===== config.mk =====
export PLATFORM = sky130hd
export DESIGN_NAME = fetch_queue
export DESIGN_NICKNAME = d
export VERILOG_FILES = /design/src/rtl/fetch_queue.sv
export SDC_FILE = /design/constraint.sdc
export NUM_CORES = 1
export LEC_CHECK = 0
export ABC_AREA = 1
export BUFFER_PORTS_ARGS = -buffer_cell sky130_fd_sc_hd__buf_2
export CORE_ASPECT_RATIO = 1.5
export CORE_MARGIN = 4
export CORE_UTILIZATION = 38
export CTS_BUF_LIST = sky130_fd_sc_hd__clkbuf_4
export CTS_CLUSTER_DIAMETER = 200
export DETAILED_ROUTE_END_ITERATION = 8
export GPL_TIMING_DRIVEN = 0
export PLACE_DENSITY_LB_ADDON = 0.12
export SKIP_LAST_GASP = 1
export SYNTH_ARGS = -nofsm -noshare
export SYNTH_HDL_FRONTEND = slang
export SYNTH_SLANG_ARGS = --single-unit

===== constraint.sdc =====
create_clock -name clk -period 2.9 [get_ports clk]
set_input_delay 0.145 -clock clk [delete_from_list [all_inputs] [get_ports clk]]
set_output_delay 0.145 -clock clk [all_outputs]
set_load 0.02 [all_outputs]

===== src/rtl/fetch_queue.sv =====
// Instruction-fetch front end: owns the PC, drives imem, and buffers {pc, insn}
// pairs in a DEPTH-entry FIFO toward decode, with redirect/flush and counters.
module fetch_queue #(
    parameter int              XLEN     = 32,
    parameter int              DEPTH    = 2,
    parameter logic [XLEN-1:0] RESET_PC = {XLEN{1'b0}},
    parameter int              CNT_W    = 32,
    parameter int              PC_STEP  = 4
) (
    input  logic             clk,
    input  logic             rst_n,
    input  logic             fetch_en,
    output logic [XLEN-1:0]  imem_addr,
    output logic             imem_en,
    input  logic [XLEN-1:0]  imem_insn,
    input  logic             redirect_valid,
    input  logic [XLEN-1:0]  redirect_pc,
    output logic             id_valid,
    input  logic             id_ready,
    output logic [XLEN-1:0]  id_insn,
    output logic [XLEN-1:0]  id_pc,
    output logic [CNT_W-1:0] cyc_cnt,
    output logic [CNT_W-1:0] fetch_cnt
);

    localparam int PTR_W    = (DEPTH > 1) ? $clog2(DEPTH) : 1;
    localparam int CNT_BITS = $clog2(DEPTH + 1);
    localparam logic [PTR_W-1:0]    LAST_IDX   = PTR_W'(DEPTH - 1);
    localparam logic [CNT_BITS-1:0] DEPTH_C    = CNT_BITS'(DEPTH);
    localparam logic [XLEN-1:0]     STEP_C     = XLEN'(PC_STEP);
    localparam logic [XLEN-1:0]     ALIGN_MASK = {{(XLEN-2){1'b1}}, 2'b00};

    logic [XLEN-1:0]     pc_r;
    logic [PTR_W-1:0]    head_r;
    logic [PTR_W-1:0]    tail_r;
    logic [CNT_BITS-1:0] count_r;
    logic [XLEN-1:0]     insn_q_r [DEPTH];
    logic [XLEN-1:0]     pc_q_r   [DEPTH];
    logic [CNT_W-1:0]    cyc_r;
    logic [CNT_W-1:0]    fetch_r;
    logic                pop_s;
    logic                push_s;

    // Circular pointer advance; DEPTH need not be a power of two.
    function automatic logic [PTR_W-1:0] next_ptr(input logic [PTR_W-1:0] p);
        return (p == LAST_IDX) ? {PTR_W{1'b0}} : p + PTR_W'(1);
    endfunction

    // Handshake decode: a full queue may still accept when the head leaves.
    always_comb begin
        pop_s  = (count_r != {CNT_BITS{1'b0}}) & id_ready;
        push_s = fetch_en & ~redirect_valid & ((count_r < DEPTH_C) | pop_s);
    end

    // PC, queue storage, pointers and counters.
    always_ff @(posedge clk) begin
        if (!rst_n) begin
            pc_r    <= RESET_PC;
            head_r  <= {PTR_W{1'b0}};
            tail_r  <= {PTR_W{1'b0}};
            count_r <= {CNT_BITS{1'b0}};
            cyc_r   <= {CNT_W{1'b0}};
            fetch_r <= {CNT_W{1'b0}};
            for (int i = 0; i < DEPTH; i++) begin
                insn_q_r[i] <= {XLEN{1'b0}};
                pc_q_r[i]   <= {XLEN{1'b0}};
            end
        end else begin
            cyc_r <= cyc_r + CNT_W'(1);
            if (redirect_valid) begin
                // A same-cycle pop is irrelevant: the flush empties everything.
                head_r  <= {PTR_W{1'b0}};
                tail_r  <= {PTR_W{1'b0}};
                count_r <= {CNT_BITS{1'b0}};
                pc_r    <= redirect_pc & ALIGN_MASK;
            end else begin
                if (pop_s) begin
                    head_r <= next_ptr(head_r);
                end else begin
                    head_r <= head_r;
                end
                if (push_s) begin
                    insn_q_r[tail_r] <= imem_insn;
                    pc_q_r[tail_r]   <= pc_r;
                    tail_r           <= next_ptr(tail_r);
                    pc_r             <= pc_r + STEP_C;
                    fetch_r          <= fetch_r + CNT_W'(1);
                end else begin
                    pc_r <= pc_r;
                end
                count_r <= count_r + CNT_BITS'(push_s) - CNT_BITS'(pop_s);
            end
        end
    end

    assign imem_addr = pc_r;
    assign imem_en   = push_s;
    assign id_valid  = (count_r != {CNT_BITS{1'b0}});
    assign id_insn   = insn_q_r[head_r];
    assign id_pc     = pc_q_r[head_r];
    assign cyc_cnt   = cyc_r;
    assign fetch_cnt = fetch_r;

endmodule


==> impl_summary.log, run 1 <==
[metrics] run status: finished clean
[metrics] count of placed standard cells including taps: 1,953
[metrics] post-DP HPWL: 25,100 um
[metrics] area of the die: 32,400 um2
[metrics] worst skew pair latency: 700 ps
[metrics] largest net degree at the start of global routing: 51
[metrics] count of pins on the block boundary: 231
[metrics] cell chain of the critical path: nand2_2 -> nand2_8 -> clkbuf_1 -> o221ai_1 -> dlygate4sd3_1 -> a21oi_1 -> dlygate4sd3_1
[metrics] overall global routing resource usage: 0.208
[metrics] end of the worst register-to-register path: imem_addr[3]
[metrics] leading cell type in the layout, fill and taps excluded: nand2_1
[metrics] final weighted congestion of routability-driven global placement: 0.912
[metrics] number of global-route vias before repair: 10,200
[metrics] post-route clock period utilization: 0.894
[metrics] num rows: 76
[metrics] CTS tree: built
[metrics] starting utilization of the core area: 0.388
[metrics] Synth Area per Inst: 8.40 um2
[metrics] data required time of the critical path: 3540 ps
[metrics] highest metal layer with signal wires: met5
[metrics] critical path endpoint category: flip-flop
[metrics] length of routed met2 wiring: 17,900 um
[metrics] post-synthesis cell area: 11,200 um2
[metrics] horizontal die dimension: 148 um
[metrics] sink count of the clock tree: 223
[metrics] type of element launching the critical path: flip-flop
[metrics] port bufs: 222
[metrics] pin slew with the least headroom to its limit: 988 ps
[metrics] unrepaired setup endpoints after global routing: no
[metrics] wire length on met3: 1890 um
[metrics] delay contributed by the slowest stage of the critical path: 600 ps
[metrics] Bufs and invs on worst path: 3
[metrics] Crit-path slowest cell: dlygate4sd3_1
[metrics] CTS-repair resized insts: 0
[metrics] number of CTS-inserted buffers: 57
[metrics] sequential share of the synthesized area: 0.509
[metrics] Worst Clk Skew: 26.4 ps
[metrics] final hold violations: 0
[metrics] Pleak: 6.03 nW
[metrics] power per standard cell area: 494 nW/um2
[metrics] worst voltage drop across the vdd grid: 190 uV
[metrics] total count of max-transition violations in the final report: 0
[metrics] startpoint of the worst-slack reg-to-reg timing path: count_r[1]
[metrics] Highest Clock Rate: 386 MHz
[metrics] register share of total power: 0.494
[metrics] share of final-layout standard cells stronger than drive strength 1: 0.288
[metrics] Most common cell on crit path: dlygate4sd3_1
[metrics] family with the most delay on the worst path: buffers and inverters
[metrics] Critical path destination: imem_addr[3]
[metrics] Post-Synthesis Cells: 1,336
[metrics] die extent in y: 218 um
[metrics] count of nets after finishing: 1,773
[metrics] # H-tree levels: 2
[metrics] switching fraction of total power: 0.262
[metrics] Synth-to-Final Area Change: 28.7%
[metrics] arrival time at the worst endpoint: 3230 ps
[metrics] HP Class: in2reg
[metrics] Iteration-0 DRC Markers: 379
[metrics] placeable core region: 28,900 um2
[metrics] Hold Buf Count CTS: 77
[metrics] Max-slew headroom: 0.341
[metrics] max capacitance violation total: 0
[metrics] minimum setup slack among reg-to-reg paths: 310 ps
[metrics] fill count: 3,032
[metrics] total number of vias: 10,100
[metrics] switching power: 1.87 mW
[metrics] vias per std cell: 4.72
[metrics] root cell of the clock tree: clkbuf_4
[metrics] count of distinct cell types in the synthesized netlist: 44
[metrics] number of cells on the critical path: 7
[metrics] number of cells on the worst reg-to-reg path: 7
[metrics] largest fanout of any net on the critical path: 10
[metrics] Setup Viol. Count Final: 0
[metrics] antenna violations before repair: 3
[metrics] average wire per standard cell: 15.9 um
[metrics] internal power summed over all cells: 5.26 mW
[metrics] clock period minus worst slack: 2590 ps
[metrics] clock transition at the registers of the reported paths: 60 ps
[metrics] clock buffer depth: 3
[metrics] share of total power in the clock network: 0.392
[metrics] Crit Path Class: reg2reg
[metrics] metal1 wirelength: 13,100 um
[metrics] startpoint of the worst setup timing path: count_r[1]
[metrics] commonest cells after routing, fill and taps aside: nand2_1, nor2_1, buf_2
[metrics] detailed-route DRC error count: 0
[metrics] remaining global-route overflow: 0
[metrics] global-route wire length before repair: 53,200 um
[metrics] Synth Register Bits: 223
[metrics] post-detailed-route count of antenna-violating nets: 0
[metrics] number of cells in the finished layout apart from fillers: 2,138
[metrics] Setup Buffers After CTS: 0
[metrics] combinational group share of total power: 0.114
[metrics] drt first pass iters: 5
[metrics] Final Routed Wirelength: 34,000 um
[metrics] warning count from the yosys run: 0
[metrics] post-route core utilization: 0.499
[state kept, by name, indices dropped and copies added, names as in the netlist, named ones only]
| name | count |
|---|---|
| insn_q_r | 64 |
| pc_q_r | 60 |
| count_r | 2 |
| fetch_cnt | 32 |
| cyc_cnt | 32 |
| head_r | 1 |
| imem_addr | 30 |
| tail_r | 1 |
[tightest hold or removal path, cell delays in order]
cell     delay [ps]
buf_2           150
nand3_2         260
nor2_1           60
[cells by family (layout without fill, tap and decap cells)]
group,count (synthesis),after routing,synth area share
mux,62,62,0.0622
simple gates,698,698,0.264
buf+inv,199,606,0.0725
other cells,1,6,0.000334
flops,223,223,0.509
compound gates,131,131,0.0732
fa+ha+maj,5,5,0.00558
xor+xnor,17,17,0.0133
[stage by stage]
step                setup slack (ps)  hold WS, ps  setup TNS (ps)  instance area (um2)  total power [mW]
floorplan                        170          294               0                11200              4.04
global placement               -1250          429         -151210                12800              4.32
detailed placement               585          428               0                12900              4.33
CTS                              206         5.22               0                14400              7.27
global route                     148         43.8               0                14400              7.50
finish                           306         96.7               0                14400              7.13
[Yosys cell counts]
cell | number | area share
conb_1 | 1 | 0.00033
mux2_2 | 62 | 0.062
buf_4 | 4 | 0.0027
buf_6 | 3 | 0.0030
nand4_1 | 6 | 0.0033
o21ai_1 | 4 | 0.0018
a21oi_2 | 18 | 0.014
inv_4 | 1 | 0.00056
buf_1 | 1 | 0.00033
nor3b_1 | 1 | 0.00067
nor3_1 | 13 | 0.0058
nand2_1 | 315 | 0.11
nor2_1 | 257 | 0.086
nand4_2 | 1 | 0.0011
nor3b_2 | 1 | 0.0011
xnor2_1 | 3 | 0.0023
a21oi_1 | 56 | 0.025
o21ai_0 | 19 | 0.0085
nand3b_1 | 6 | 0.0040
buf_2 | 21 | 0.0094
a22oi_1 | 1 | 0.00067
nand2_8 | 1 | 0.0018
inv_1 | 132 | 0.044
or2_2 | 4 | 0.0022
nand3_2 | 3 | 0.0027
o22ai_1 | 1 | 0.00056
nor2_2 | 9 | 0.0050
a31oi_1 | 8 | 0.0045
o31ai_1 | 1 | 0.00067
inv_2 | 20 | 0.0067
o221ai_1 | 1 | 0.00078
clkbuf_1 | 17 | 0.0057
o21ai_2 | 18 | 0.014
nor2_4 | 10 | 0.010
xor2_1 | 14 | 0.011
nor2_8 | 2 | 0.0036
and2_1 | 3 | 0.0017
edfxtp_1 | 124 | 0.33
dfxtp_1 | 99 | 0.18
nand2_2 | 5 | 0.0028
o211ai_1 | 1 | 0.00067
nand3_1 | 61 | 0.027
o21a_1 | 3 | 0.0020
ha_1 | 5 | 0.0056
[how the worst min path moves through the flow]
stage	from	endpoint	slack [ps]	depth (start not counted)
after floorplan	redirect_pc[13]	imem_addr[13]	290	2
after global placement	redirect_pc[10]	imem_addr[10]	430	3
after detailed placement	redirect_pc[10]	imem_addr[10]	430	3
after CTS	rst_n	insn_q_r[1][31]	5	3
after global routing	rst_n	pc_q_r[1][2]	40	3
final	rst_n	insn_q_r[1][31]	100	3
[power by group through the flow]
stage               Sequential (mW)  Clock (mW)  Combinational [mW]
detailed placement             3.59           0               0.741
CTS                            3.52        2.92               0.830
floorplan                      3.62           0               0.425
finish                         3.52        2.79               0.815
global route                   3.53        3.08               0.891
global placement               3.59           0               0.726
[layout make-up]
cell class | instances | area [um2] | share of cell area
diodes | 2 | 5.00 | 0.000347
plain buffers | 46 | 236 | 0.0164
clock buffers | 89 | 668 | 0.0463
clock inverters | 17 | 95.1 | 0.00659
inverters | 153 | 577 | 0.0399
multi-input cells | 917 | 4730 | 0.327
flip-flops and latches | 223 | 5710 | 0.395
well taps | 390 | 488 | 0.0338
repair buffers | 301 | 1940 | 0.134
[layer usage]
| metal | up-vias | track usage |
|---|---|---|
| met5 | - | 0 |
| met4 | 2 | 0.0767 |
| met3 | 65 | 0.0465 |
| met2 | 261 | 0.387 |
| met1 | 4693 | 0.230 |
| li1 | 5078 | - |
Power figures use the tool's default switching activity.
==> run 2: changes to the inputs <==
--- a/config.mk
+++ b/config.mk
@@ -13,8 +13,10 @@
 export CTS_BUF_LIST = sky130_fd_sc_hd__clkbuf_4
 export CTS_CLUSTER_DIAMETER = 200
 export DETAILED_ROUTE_END_ITERATION = 8
+export GPL_ROUTABILITY_DRIVEN = 0
 export GPL_TIMING_DRIVEN = 0
 export PLACE_DENSITY_LB_ADDON = 0.12
+export REMOVE_ABC_BUFFERS = 1
 export SKIP_LAST_GASP = 1
 export SYNTH_ARGS = -nofsm -noshare
 export SYNTH_HDL_FRONTEND = slang
==> impl_summary.log, run 2 (same netlist as run 1, synthesis figures left out) <==
[metrics] worst voltage drop across the vdd grid: 262 uV
[metrics] root cell of the clock tree: clkbuf_4
[metrics] total number of vias: 9,780
[metrics] Crit Path Class: reg2reg
[metrics] total count of max-transition violations in the final report: 0
[metrics] post-DP HPWL: 21,700 um
[metrics] vias per std cell: 4.68
[metrics] max capacitance violation total: 0
[metrics] num rows: 76
[metrics] drt first pass iters: 6
[metrics] register with the most flip-flops: insn_q_r
[metrics] count of nets after finishing: 1,721
[metrics] total power: 7.08 mW
[metrics] Max-slew headroom: 0.372
[metrics] Synth-to-Final Area Change: 26.7%
[metrics] antenna violations before repair: 3
[metrics] hold wc startpoint: redirect_valid
[metrics] Worst Clk Skew: 38.7 ps
[metrics] wire length on met3: 1650 um
[metrics] leading cell type in the layout, fill and taps excluded: nand2_1
[metrics] remaining global-route overflow: 0
[metrics] worst skew pair latency: 720 ps
[metrics] number of CTS-inserted buffers: 57
[metrics] count of pins on the block boundary: 231
[metrics] die extent in y: 218 um
[metrics] starting utilization of the core area: 0.388
[metrics] post-detailed-route count of antenna-violating nets: 0
[metrics] share of final-layout standard cells stronger than drive strength 1: 0.284
[metrics] HP Class: in2reg
[metrics] clock transition at the registers of the reported paths: 70 ps
[metrics] pin slew with the least headroom to its limit: 942 ps
[metrics] Final Routed Wirelength: 32,000 um
[metrics] number of global-route vias before repair: 10,000
[metrics] Pleak: 5.87 nW
[metrics] post-route clock period utilization: 0.893
[metrics] length of routed met2 wiring: 16,800 um
[metrics] minimum setup slack among reg-to-reg paths: 310 ps
[metrics] power per standard cell area: 498 nW/um2
[metrics] CTS tree: built
[metrics] port bufs: 224
[metrics] number of cells on the worst reg-to-reg path: 7
[metrics] worst hold stages: 3
[metrics] end of the worst register-to-register path: pc_q_r[1][7]
[metrics] overall global routing resource usage: 0.196
[metrics] type of element launching the critical path: flip-flop
[metrics] Hold Path End: imem_addr[13]
[metrics] registers with the highest flip-flop counts: insn_q_r x64, pc_q_r x60
[metrics] sink count of the clock tree: 223
[metrics] commonest cells after routing, fill and taps aside: nand2_1, nor2_1, buf_2
[metrics] critical path endpoint category: flip-flop
[metrics] flip-flop count of the largest register, all copies and words added: 64
[metrics] largest fanout of any net on the critical path: 47
[metrics] Setup Viol. Count Final: 0
[metrics] area of the die: 32,400 um2
[metrics] placeable core region: 28,900 um2
[metrics] unrepaired setup endpoints after global routing: no
[metrics] metal1 wirelength: 12,500 um
[metrics] average wire per standard cell: 15.3 um
[metrics] startpoint of the worst-slack reg-to-reg timing path: count_r[1]
[metrics] Iteration-0 DRC Markers: 257
[metrics] # H-tree levels: 2
[metrics] final hold violations: 0
[metrics] arrival time at the worst endpoint: 2960 ps
[metrics] run status: finished clean
[metrics] largest net degree at the start of global routing: 48
[metrics] Highest Clock Rate: 386 MHz
[metrics] highest metal layer with signal wires: met4
[metrics] horizontal die dimension: 148 um
[metrics] clock period minus worst slack: 2590 ps
[metrics] clock buffer depth: 3
[metrics] global-route wire length before repair: 50,700 um
[metrics] data required time of the critical path: 3270 ps
[metrics] detailed-route DRC error count: 0
[metrics] worst hold slack after final layout: 86.0 ps
[metrics] fill count: 2,932
run 2: routing by layer:
metal / global-route usage / vias to the layer above
met5: 0 / -
met1: 0.208 / 4491
met2: 0.372 / 238
li1: - / 4987
met3: 0.0442 / 64
met4: 0.0770 / 0
run 2: metrics by stage:
stage	cells	area, um2	setup slack (ps)	utilization	setup TNS [ps]
4_1_cts	2086	14200	76.4	0.491	0
5_1_grt	2089	14200	108	0.492	0
2_1_floorplan	1293	11000	-789	-	-48940
3_5_place_dp	1913	12800	-559	0.442	-27050
3_3_place_gp	1907	12600	-3620	0.436	-445580
6_report	2089	14200	310	0.492	0
run 2: how the worst max path moves through the flow:
| stage | from | to | slack (ps) | depth (start not counted) |
|---|---|---|---|---|
| 2_1_floorplan | count_r[1] | insn_q_r[1][0] | -790 | 5 |
| 3_3_place_gp | redirect_valid | insn_q_r[1][8] | -3620 | 6 |
| 3_5_place_dp | redirect_valid | insn_q_r[1][24] | -560 | 8 |
| 4_1_cts | count_r[1] | pc_q_r[1][7] | 80 | 7 |
| 5_1_grt | count_r[1] | pc_q_r[1][7] | 110 | 7 |
| 6_report | count_r[1] | pc_q_r[1][7] | 310 | 7 |
run 2: timing repair:
| item | in CTS | in global routing |
|---|---|---|
| gates cloned | 0 | 0 |
| setup endpoints to repair | 33 | 33 |
| endpoints found under the hold margin | 113 | 0 |
| buffers inserted | 0 | 0 |
| hold buffers | 65 | 0 |
| resized for setup | 2 | 1 |
| pin swaps | 0 | 0 |
run 2: final cells by class:
class | count | area, um2 | share of cell area
repair buffers | 295 | 1910 | 0.134
well taps | 390 | 488 | 0.0343
diodes | 3 | 7.51 | 0.000528
clock buffers | 87 | 653 | 0.0459
multi-input cells | 917 | 4750 | 0.334
inverters | 153 | 584 | 0.0411
flip-flops and latches | 223 | 5710 | 0.402
clock inverters | 21 | 116 | 0.00819
run 2: worst max-delay path, stage by stage, from the launching register on:
cell     delay (ps)
dfxtp_1         340
nand2_2         150
nand2_8         170
inv_8           330
nand3_4         370
buf_12          340
nand2_8         260
buf_12          270
run 2: power breakdown:
part / leakage [nW] / internal [mW] / total [mW] / switching [mW]
sequential: 2.11 / 3.45 / 3.52 / 0.0668
combinational: 3.31 / 0.294 / 0.771 / 0.477
clock: 0.452 / 1.46 / 2.79 / 1.32
total: 5.87 / 5.21 / 7.08 / 1.87
